--- src/rtl/speed_pkg.sv ---
`default_nettype none
// +----------------------------------------------------------------------+
// | Package : speed_pkg                                                  |
// | Purpose : Shared widths, default scale constant and FSM state        |
// |           encoding for the speed_calc block and its divider.         |
// | Rev     : 1.0  initial release                                       |
// +----------------------------------------------------------------------+
package speed_pkg;

  localparam int PERIOD_W   = 31;
  localparam int DIVIDEND_W = 32;

  // K = f_clk * 60 / PPR for 100 MHz and 1024 PPR; speed comes out in RPM.
  localparam logic [DIVIDEND_W-1:0] DEFAULT_DIVIDEND = 32'd5859375;

  typedef enum logic [1:0] {
    IDLE  = 2'd0,
    DIV   = 2'd1,
    DONE  = 2'd2,
    DONE0 = 2'd3
  } state_e;

endpackage
`default_nettype wire

--- src/rtl/speed_calc_if.sv ---
`default_nettype none
// +----------------------------------------------------------------------+
// | Interface : speed_calc_if                                            |
// | Purpose   : Groups the upstream period/direction inputs and the      |
// |             speed result outputs of speed_calc.                      |
// | Signals   : in_en, in_period[30:0], in_dir    (producer -> block)    |
// |             out_speed[OUT_W-1:0], out_valid, out_busy, out_sat,      |
// |             out_stop                          (block -> consumer)    |
// | Modports  : master = environment side, slave = speed_calc side       |
// | Rev       : 1.0  initial release                                     |
// +----------------------------------------------------------------------+
interface speed_calc_if #(
  parameter int OUT_W = 16
);
  import speed_pkg::*;

  logic                 in_en;
  logic [PERIOD_W-1:0]  in_period;
  logic                 in_dir;
  logic [OUT_W-1:0]     out_speed;
  logic                 out_valid;
  logic                 out_busy;
  logic                 out_sat;
  logic                 out_stop;

  modport master (
    output in_en, in_period, in_dir,
    input  out_speed, out_valid, out_busy, out_sat, out_stop
  );

  modport slave (
    input  in_en, in_period, in_dir,
    output out_speed, out_valid, out_busy, out_sat, out_stop
  );

endinterface
`default_nettype wire

--- src/rtl/speed_calc_divider.sv ---
`default_nettype none
// +----------------------------------------------------------------------+
// | Module  : seq_divider                                                |
// | Purpose : 32-step restoring unsigned divider, one quotient bit per   |
// |           clock, MSB first.                                          |
// | Ports   : in_clk, in_rst (async, active-low)                         |
// |           start    - load dividend, begin a division                 |
// |           dividend - 32-bit numerator, captured on start             |
// |           divisor  - 31-bit denominator, must stay stable while busy |
// |           busy     - division in progress                            |
// |           done     - high during the final step                      |
// |           quotient - final quotient, valid while done is high        |
// | Rev     : 1.0  initial release                                       |
// +----------------------------------------------------------------------+
module seq_divider
  import speed_pkg::*;
(
  input  logic                  in_clk,
  input  logic                  in_rst,
  input  logic                  start,
  input  logic [DIVIDEND_W-1:0] dividend,
  input  logic [PERIOD_W-1:0]   divisor,
  output logic                  busy,
  output logic                  done,
  output logic [DIVIDEND_W-1:0] quotient
);

  logic [DIVIDEND_W-1:0] rem_q, rem_d;
  logic [DIVIDEND_W-1:0] quo_q, quo_d;
  logic [4:0]            cnt_q, cnt_d;
  logic                  busy_q, busy_d;
  logic [DIVIDEND_W-1:0] rem_sh;
  logic                  ge;

  always_comb begin
    // The divisor is below 2^31, so the remainder never needs its MSB and
    // the 32-bit shift cannot lose information.
    rem_sh = {rem_q[DIVIDEND_W-2:0], quo_q[DIVIDEND_W-1]};
    ge     = (rem_sh >= {1'b0, divisor});
    rem_d  = rem_q;
    quo_d  = quo_q;
    cnt_d  = cnt_q;
    busy_d = busy_q;
    if (start) begin
      rem_d  = '0;
      quo_d  = dividend;
      cnt_d  = 5'd31;
      busy_d = 1'b1;
    end else if (busy_q) begin
      rem_d = ge ? (rem_sh - {1'b0, divisor}) : rem_sh;
      quo_d = {quo_q[DIVIDEND_W-2:0], ge};
      cnt_d = cnt_q - 5'd1;
      if (cnt_q == 5'd0) begin
        busy_d = 1'b0;
      end
    end
  end

  always_ff @(posedge in_clk or negedge in_rst) begin
    if (!in_rst) begin
      rem_q  <= '0;
      quo_q  <= '0;
      cnt_q  <= '0;
      busy_q <= 1'b0;
    end else begin
      rem_q  <= rem_d;
      quo_q  <= quo_d;
      cnt_q  <= cnt_d;
      busy_q <= busy_d;
    end
  end

  assign busy     = busy_q;
  assign done     = busy_q && (cnt_q == 5'd0);
  // Exposing the post-step value lets the consumer register the result on
  // the same edge that retires the last quotient bit.
  assign quotient = quo_d;

endmodule
`default_nettype wire

--- src/rtl/speed_calc.sv ---
`default_nettype none
// +----------------------------------------------------------------------+
// | Module  : speed_calc                                                 |
// | Purpose : Samples the averaged edge period on a fixed timebase and   |
// |           converts it to a signed, saturated speed DIVIDEND/period.  |
// | Ports   : in_clk  - system clock                                     |
// |           in_rst  - asynchronous active-low reset                    |
// |           bus     - speed_calc_if.slave (enable, period, direction   |
// |                     in; speed, valid, busy, sat, stop out)           |
// | Rev     : 1.0  initial release                                       |
// +----------------------------------------------------------------------+
module speed_calc
  import speed_pkg::*;
#(
  parameter logic [DIVIDEND_W-1:0] DIVIDEND   = DEFAULT_DIVIDEND,
  parameter int                    SAMPLE_DIV = 100000,
  parameter int                    OUT_W      = 16
) (
  input  logic         in_clk,
  input  logic         in_rst,
  speed_calc_if.slave  bus
);

  localparam logic [23:0]           TICK_AT = 24'(SAMPLE_DIV - 1);
  localparam logic [DIVIDEND_W-1:0] MAX_MAG = DIVIDEND_W'((64'd1 << (OUT_W - 1)) - 64'd1);

  state_e               state_q, state_d;
  logic [23:0]          tmr_q, tmr_d;
  logic [PERIOD_W-1:0]  p_q, p_d;
  logic                 dir_q, dir_d;
  logic [OUT_W-1:0]     speed_q, speed_d;
  logic                 valid_q, valid_d;
  logic                 sat_q, sat_d;
  logic                 stop_q, stop_d;
  logic                 tick;
  logic                 div_start;
  logic                 div_busy;
  logic                 div_done;
  logic [DIVIDEND_W-1:0] div_quo;
  logic                 over;
  logic [OUT_W-1:0]     mag;

  // Timebase: free-running while enabled, parked at 0 otherwise.
  assign tick = bus.in_en && (tmr_q == TICK_AT);

  always_comb begin
    tmr_d = '0;
    if (bus.in_en && !tick) begin
      tmr_d = tmr_q + 24'd1;
    end
  end

  seq_divider u_div (
    .in_clk   (in_clk),
    .in_rst   (in_rst),
    .start    (div_start),
    .dividend (DIVIDEND),
    .divisor  (p_q),
    .busy     (div_busy),
    .done     (div_done),
    .quotient (div_quo)
  );

  // Clip before negation so the most negative code is never produced.
  assign over = (div_quo > MAX_MAG);
  assign mag  = over ? MAX_MAG[OUT_W-1:0] : div_quo[OUT_W-1:0];

  always_comb begin
    state_d   = state_q;
    p_d       = p_q;
    dir_d     = dir_q;
    speed_d   = speed_q;
    sat_d     = sat_q;
    stop_d    = stop_q;
    valid_d   = 1'b0;
    div_start = 1'b0;
    unique case (state_q)
      IDLE: begin
        // Ticks seen in any other state are simply dropped.
        if (tick) begin
          p_d   = bus.in_period;
          dir_d = bus.in_dir;
          if (bus.in_period == '0) begin
            state_d = DONE0;
            speed_d = '0;
            sat_d   = 1'b0;
            stop_d  = 1'b1;
            valid_d = 1'b1;
          end else begin
            state_d   = DIV;
            div_start = 1'b1;
          end
        end
      end
      DIV: begin
        if (div_done) begin
          state_d = DONE;
          speed_d = dir_q ? mag : (OUT_W'(0) - mag);
          sat_d   = over;
          stop_d  = 1'b0;
          valid_d = 1'b1;
        end
      end
      DONE:    state_d = IDLE;
      DONE0:   state_d = IDLE;
      default: state_d = IDLE;
    endcase
  end

  always_ff @(posedge in_clk or negedge in_rst) begin
    if (!in_rst) begin
      state_q <= IDLE;
      tmr_q   <= '0;
      p_q     <= '0;
      dir_q   <= 1'b0;
      speed_q <= '0;
      valid_q <= 1'b0;
      sat_q   <= 1'b0;
      stop_q  <= 1'b0;
    end else begin
      state_q <= state_d;
      tmr_q   <= tmr_d;
      p_q     <= p_d;
      dir_q   <= dir_d;
      speed_q <= speed_d;
      valid_q <= valid_d;
      sat_q   <= sat_d;
      stop_q  <= stop_d;
    end
  end

  assign bus.out_speed = speed_q;
  assign bus.out_valid = valid_q;
  assign bus.out_busy  = div_busy;
  assign bus.out_sat   = sat_q;
  assign bus.out_stop  = stop_q;

endmodule
`default_nettype wire

--- src/flat_wrapper.sv ---
// flat-port wrapper written by rule: the top's interface ports become plain ports
module speed_calc_flat import speed_pkg::*;
#(
  parameter logic [DIVIDEND_W-1:0] DIVIDEND   = DEFAULT_DIVIDEND,
  parameter int                    SAMPLE_DIV = 100000,
  parameter int                    OUT_W      = 16
)
  (in_clk, in_rst, bus_in_en, bus_in_period, bus_in_dir, bus_out_speed, bus_out_valid, bus_out_busy, bus_out_sat, bus_out_stop);
  speed_calc_if #(.OUT_W(OUT_W)) bus_i ();
  input  logic in_clk;
  input  logic in_rst;
  input wire logic [$bits(bus_i.in_en)-1:0] bus_in_en;
  input wire logic [$bits(bus_i.in_period)-1:0] bus_in_period;
  input wire logic [$bits(bus_i.in_dir)-1:0] bus_in_dir;
  output wire logic [$bits(bus_i.out_speed)-1:0] bus_out_speed;
  output wire logic [$bits(bus_i.out_valid)-1:0] bus_out_valid;
  output wire logic [$bits(bus_i.out_busy)-1:0] bus_out_busy;
  output wire logic [$bits(bus_i.out_sat)-1:0] bus_out_sat;
  output wire logic [$bits(bus_i.out_stop)-1:0] bus_out_stop;
  assign bus_i.in_en = bus_in_en;
  assign bus_i.in_period = bus_in_period;
  assign bus_i.in_dir = bus_in_dir;
  assign bus_out_speed = bus_i.out_speed;
  assign bus_out_valid = bus_i.out_valid;
  assign bus_out_busy = bus_i.out_busy;
  assign bus_out_sat = bus_i.out_sat;
  assign bus_out_stop = bus_i.out_stop;
  speed_calc #(.DIVIDEND(DIVIDEND), .SAMPLE_DIV(SAMPLE_DIV), .OUT_W(OUT_W)) u_core (.in_clk(in_clk), .in_rst(in_rst), .bus(bus_i));
endmodule
--- config.mk ---
export PLATFORM = sky130hd
export DESIGN_NAME = speed_calc_flat
export DESIGN_NICKNAME = d
export VERILOG_FILES = /design/src/rtl/speed_pkg.sv /design/src/rtl/speed_calc_if.sv /design/src/rtl/speed_calc_divider.sv /design/src/rtl/speed_calc.sv /design/src/flat_wrapper.sv
export SDC_FILE = /design/constraint.sdc
export NUM_CORES = 1
export LEC_CHECK = 0
export ABC_CLOCK_PERIOD_IN_PS = 3500
export CAP_MARGIN = 5
export CELL_PAD_IN_SITES_DETAIL_PLACEMENT = 1
export CELL_PAD_IN_SITES_GLOBAL_PLACEMENT = 1
export CORE_MARGIN = 4
export CORE_UTILIZATION = 30
export CTS_BUF_LIST = sky130_fd_sc_hd__clkbuf_8
export CTS_CLUSTER_SIZE = 14
export DETAILED_ROUTE_END_ITERATION = 16
export GPL_TIMING_DRIVEN = 0
export HOLD_SLACK_MARGIN = 0.06
export PLACE_DENSITY_LB_ADDON = 0.1
export SYNTH_ARGS = -nofsm -noshare
export SYNTH_HDL_FRONTEND = slang
export SYNTH_SLANG_ARGS = --single-unit
--- constraint.sdc ---
create_clock -name in_clk -period 3.5 [get_ports in_clk]
set_input_delay 0.525 -clock in_clk [delete_from_list [all_inputs] [get_ports in_clk]]
set_output_delay 0.525 -clock in_clk [all_outputs]
set_load 0.1 [all_outputs]
Yosys cells after proc, flatten, opt, wreduce, memory -nomap -nowiden --
Cells that the tools add are included. W data, S select, Z words.
Storage, ports and cells: flip-flop bits (word level) 146, bits in latches 0, RAM bits 0, memory bits (read-only) 0, input bits 35, word-level logic and storage cells 74, memories 0
Operators by class: add/subtract/negate cells 4, multipliers 0, divide/modulo/power cells 0, order comparisons 2, equality and inequality tests 7, shifts and indexed selects 0, mux-type cells 36, bitwise gates (word level) 0, reduce and logical (&&, ||, !) cells 13
Operator list (count):
- $mux W31 | 3
- $mux W16 | 5
- $mux W32 | 2
- $ge A32 B31 Y1 | 1
- $gt A32 B15 Y1 const B | 1
- $pmux W16 S2 | 1
- $logic_not A31 Y1 | 1
- $sub A31 B31 Y31 | 1
- $add A24 B1 Y24 const B | 1
- $eq A24 B17 Y1 const B | 1
- $mux W24 | 1
- $sub A1 B16 Y16 const A | 1
- $mux W1 | 15
- $mux W5 | 2
- $mux W2 | 3
- $ne A2 B1 Y1 const B | 3
- $pmux W1 S2 | 3
- $pmux W2 S3 | 1
- $logic_not A5 Y1 | 1
- $sub A5 B1 Y5 const B | 1
- $eq A2 B2 Y1 const B | 2
- $reduce_and A2 Y1 | 2
- $reduce_and A4 Y1 | 1
- $reduce_bool A2 Y1 | 2
- other kinds (5) | 7

Longest topological paths before layout --
depth in word-level cells 11, mapped depth 17

Hierarchy --
From an unflattened synthesis, not the netlist that was laid out.
Unflattened totals: cell total of the unflattened synthesis 935, area, all modules 8881.0 µm²
By module, submodules not included:
- seq_divider | instances 1, cells each 585, area an instance 5056.1 µm², sequential area each 1726.7 µm²
- speed_calc | instances 1, cells each 350, area an instance 3824.9 µm², sequential area each 1926.8 µm²

Least setup slack after synthesis --
Ideal clock, no wire load.
path type reg-to-reg, from register u_core.u_div.rem_q[12], to register u_core.speed_q[8] (netlist: u_core.bus.out_speed[8]), arrival 3297 ps, required time 3378 ps, slack 81 ps, cell stages (with the launch flop) 17, buffers on the path 1, path through dfrtp_1 -> ha_1 -> clkbuf_2 -> a21o_1 -> a21o_1 -> o21ai_0 -> a211oi_1 -> a21o_1 -> a311oi_2 -> ha_1 -> nand3b_1 -> nor3_1 -> nand2_1 -> nor3_2 -> mux2i_1 -> o21ai_1 -> a22o_1
Between the ends: longest elaborated chain between the ends 9
RTL lines:
- start, declared | line speed_calc_divider.sv:28 | logic [DIVIDEND_W-1:0] rem_q, rem_d;
- start signal, assigned | line speed_calc_divider.sv:66 | rem_q <= rem_d;
- $ge A32 B31 Y1 * | line speed_calc_divider.sv:39 | ge = (rem_sh >= {1'b0, divisor});
- $mux W32 * | line speed_calc_divider.sv:49 | end else if (busy_q) begin
- $mux W32 * | line speed_calc_divider.sv:44 | if (start) begin
- $gt A32 B15 Y1 | line speed_calc.sv:65 | assign over = (div_quo > MAX_MAG);
- $mux W16 * | line speed_calc.sv:66 | assign mag = over ? MAX_MAG[OUT_W-1:0] : div_quo[OUT_W-1:0];
- $sub A1 B16 Y16 | line speed_calc.sv:98 | speed_d = dir_q ? mag : (OUT_W'(0) - mag);
- $mux W16 * | line speed_calc.sv:98
- $mux W16 * | line speed_calc.sv:96 | if (div_done) begin
- $pmux W16 S2 * | line speed_calc.sv:77 | unique case (state_q)
- end signal, assigned | line speed_calc.sv:125 | speed_q <= speed_d;
- end, declared | line speed_calc.sv:31 | logic [OUT_W-1:0] speed_q, speed_d;
Mark *: on every way between the ends. The rest lies on a longest branch, timed or not. The select of a mux whose other input is x is not followed. A chain may end at the register's enable or synchronous reset.

Worst setup path in the final report --
from register u_core.u_div.rem_q[18], to register u_core.speed_q[6] (netlist: u_core.bus.out_speed[6])
The elaborated chain is that of the path after synthesis.

==> reports/metrics.csv <==
metric;value;unit
via count;7380;
Worst Path Max Fanout;4;
simple-gate share of the synthesized area;19.82;%
Inst Count DP;1381;
family with the most delay on the worst path;compound AO/OA/AOI/OAI gates;
Worst setup SP type;flop;
core area;27180;sq um
fmax;0.2786;GHz
Starting Density;30.82;%
sequential area share after synthesis;43.61;%
final hold violation count;0;
IO buf count;54;
largest net degree at the start of global routing;81;
# rows;60;
CP arrival;3960;ps
final core occ;38.15;%
layout cells sized above 1;12.37;%
number of H-tree levels;4;
clock root cell;clkbuf_8;
unrepaired setup endpoints after global routing;true;
post-route insts no fill;1439;
Area contributors post-synth;dfrtp_1, nand2_1, ha_1, a21oi_1, o21ai_0;
post-synthesis mux area share;3.256;%
grt ovf;0;
HP Class;input port to flop;
# Max-Cap Violations;0;
initial antenna violation count;0;
Crit path largest cell delay;430;ps
NumNets Final;1124;
pwr dens;324.2;nW/um^2
total global-route track usage;17.83;%
Yosys warning count;0;
DP Worst Slack;-1774;ps
Slew Limit Fails;0;
post-synthesis register bit count;146;
routed wire length;26920;microns
Crit. End Element;flop;
final worst-path setup slack;-89.86;ps
async set-reset flop share out of synthesis;100.0;%
most common cell after layout, fill and taps aside;dfrtp_1;
Pleak;0.004565;uW
peak supply drop;0.1979;mV
post-synthesis xor/xnor area fraction;5.541;%
Synth Area in Compound Gates;18.01;%
Syn Area/Cell;8.790;sq um
vias in the first global route;7696;
drt wl/cell;18.71;microns
slowest stage cell, crit path;dfrtp_1;
clk buf depth;2;
die width;175.1;microns
Post-Synthesis Cells;953;
Syn-to-layout area delta;23.78;%
final setup fails;5;
Num CTS Buffers;17;
worst path bufs/invs;1;
Top FF cell, synth;dfrtp_1;
final worst path period need;3590;ps
first-pass GRT wire length;43130;microns
die height;175.1;microns
via/cell ratio;5.129;
largest family of logic cells by synthesized area;simple AND/OR/NAND/NOR gates;
period utilization;102.6;%
clk slew on worst S/H paths;100;ps
Cell Area, Synth;8377;sq um
adder-cell area share of the yosys netlist;5.317;%
critical path class;flop to flop;
Antenna Nets Post-Route;0;
CTS tree;done;
drt drc;0;
clk sink count;146;
Antenna diodes;0;
leading cell types in the layout, fill and taps excluded;dfrtp_1, nand2_1, nor2_1;
area share of the largest cell type after synthesis;43.61;%
CP Cell Sequence;ha_4 > a21oi_4 > o211ai_1 > a221oi_2 > o2111ai_1 > a21o_1 > a311oi_4 > ha_2 > nand3b_1 > nor3_4 > buf_4 > a31oi_1 > or3_1 > a32o_1;
Max-slew headroom;35.13;%
Die ar.;30660;sq um
worst slew pin tran;970.1;ps
I/O Pins;55;
post-DP HPWL;19000;microns
failing checks;setup timing;
Mapped Nets;1023;
gpl congestion;0.8182;
Post-synth EDFFs;0;
CP required;3870;ps
later-pin clock latency in the skew report;480;ps
Final Skew;19.80;ps
Iter 0 DRT Violations;374;
Synth area leader;dfrtp_1;
Synth cell types;67;
first-pass iteration count of the detailed router;5;
status;complete, but fails checks;
final cells by class:
type	count	area (sq um)
repair buffers	86	803.3
fillers	3219	16810
inverters	48	180.2
multi-input cells	712	4614
clock inverters	15	216.5
well taps	372	465.4
flip-flops and latches	146	3655
plain buffers	43	200.2
clock buffers	17	234.0
registers in the layout, summed over array words and instances, names as in the netlist:
name / cells
u_core.bus.out_valid: 1
u_core.state_q: 2
u_core.u_div.rem_q: 31
u_core.dir_q: 1
u_core.u_div.busy: 1
u_core.bus.out_sat: 1
u_core.tmr_q: 24
u_core.bus.out_stop: 1
u_core.p_q: 31
u_core.u_div.quo_q: 32
u_core.u_div.cnt_q: 5
u_core.bus.out_speed: 16
worst reg2reg max path: cells and delay by family, from the launching register on:
| family | cells | cell delay, ps |
|---|---|---|
| flip-flops | 1 | 430 |
| adder cells (fa/ha/maj) | 2 | 490 |
| buffers and inverters | 1 | 150 |
| AND/OR/NAND/NOR | 3 | 690 |
| AO/OA/AOI/OAI | 8 | 1740 |
report_power, final:
part / total (uW) / switching [uW] / internal (uW)
Sequential: 1690 / 4.36 / 1690
Combinational: 101 / 59.0 / 42.4
Clock: 1570 / 824 / 743
Total: 3360 / 887 / 2470
kinds of logic after synthesis:
kind of cell             after synthesis
AO/OA/AOI/OAI                        245
buffers and inverters                 95
multiplexers                          27
flip-flops                           146
AND/OR/NAND/NOR                      352
adder cells (fa/ha/maj)               35
XOR/XNOR                              53
per-layer routing:
layer	vias up	share of wire, %	global-route usage, %
met5	-	0	0
met4	0	2.5	6.154
met3	33	3.5	3.159
met2	114	47	29.09
met1	3672	47	23.89
li1	3561	-	-
stage by stage:
stage	area, sq um	hold slack, ps	TNS (ps)	power [uW]
after floorplan	8377	229.4	0	1736
after global placement	9383	463.5	-725890	1826
after detailed placement	9429	469.2	-42440	1829
after CTS	10330	371.8	-524.7	3414
after global routing	10370	378.8	-1109	3497
final	10370	406.2	-259.0	3361
repair_timing:
item | in CTS | in global routing
setup buffers | 27 | 2
setup endpoints to repair | 61 | 52
gates cloned | 0 | 0
pin swaps | 25 | 11
hold buffers | 1 | 0
resized for setup | 56 | 20
endpoints found under the hold margin | 51 | 0
Yosys cell counts, types with 16 or more instances:
master / count
nor2_1: 97
clkbuf_1: 35
o21ai_0: 74
nand3_1: 26
nor3_1: 16
xnor2_1: 17
ha_1: 34
xor2_1: 36
inv_1: 47
dfrtp_1: 146
mux2i_1: 25
nor4_1: 18
nand2_1: 120
a21oi_1: 74
and3_1: 16
worst paths after layout:
| check | slack (ps) | from | cells after the start | endpoint |
|---|---|---|---|---|
| setup / recovery | -90 | u_core.u_div.rem_q[18] | 14 | u_core.bus.out_speed[6] |
| max in group asynchronous | 2090 | in_rst | 3 | u_core.p_q[23] |
| min in group asynchronous | 610 | in_rst | 2 | u_core.tmr_q[10] |
| hold / removal | 410 | bus_in_period[18] | 3 | u_core.p_q[18] |
| setup reg to reg | -90 | u_core.u_div.rem_q[18] | 14 | u_core.bus.out_speed[6] |
| hold reg to reg | 480 | u_core.bus.out_speed[0] | 2 | u_core.bus.out_speed[0] |
(Power assumes the default switching activity.)
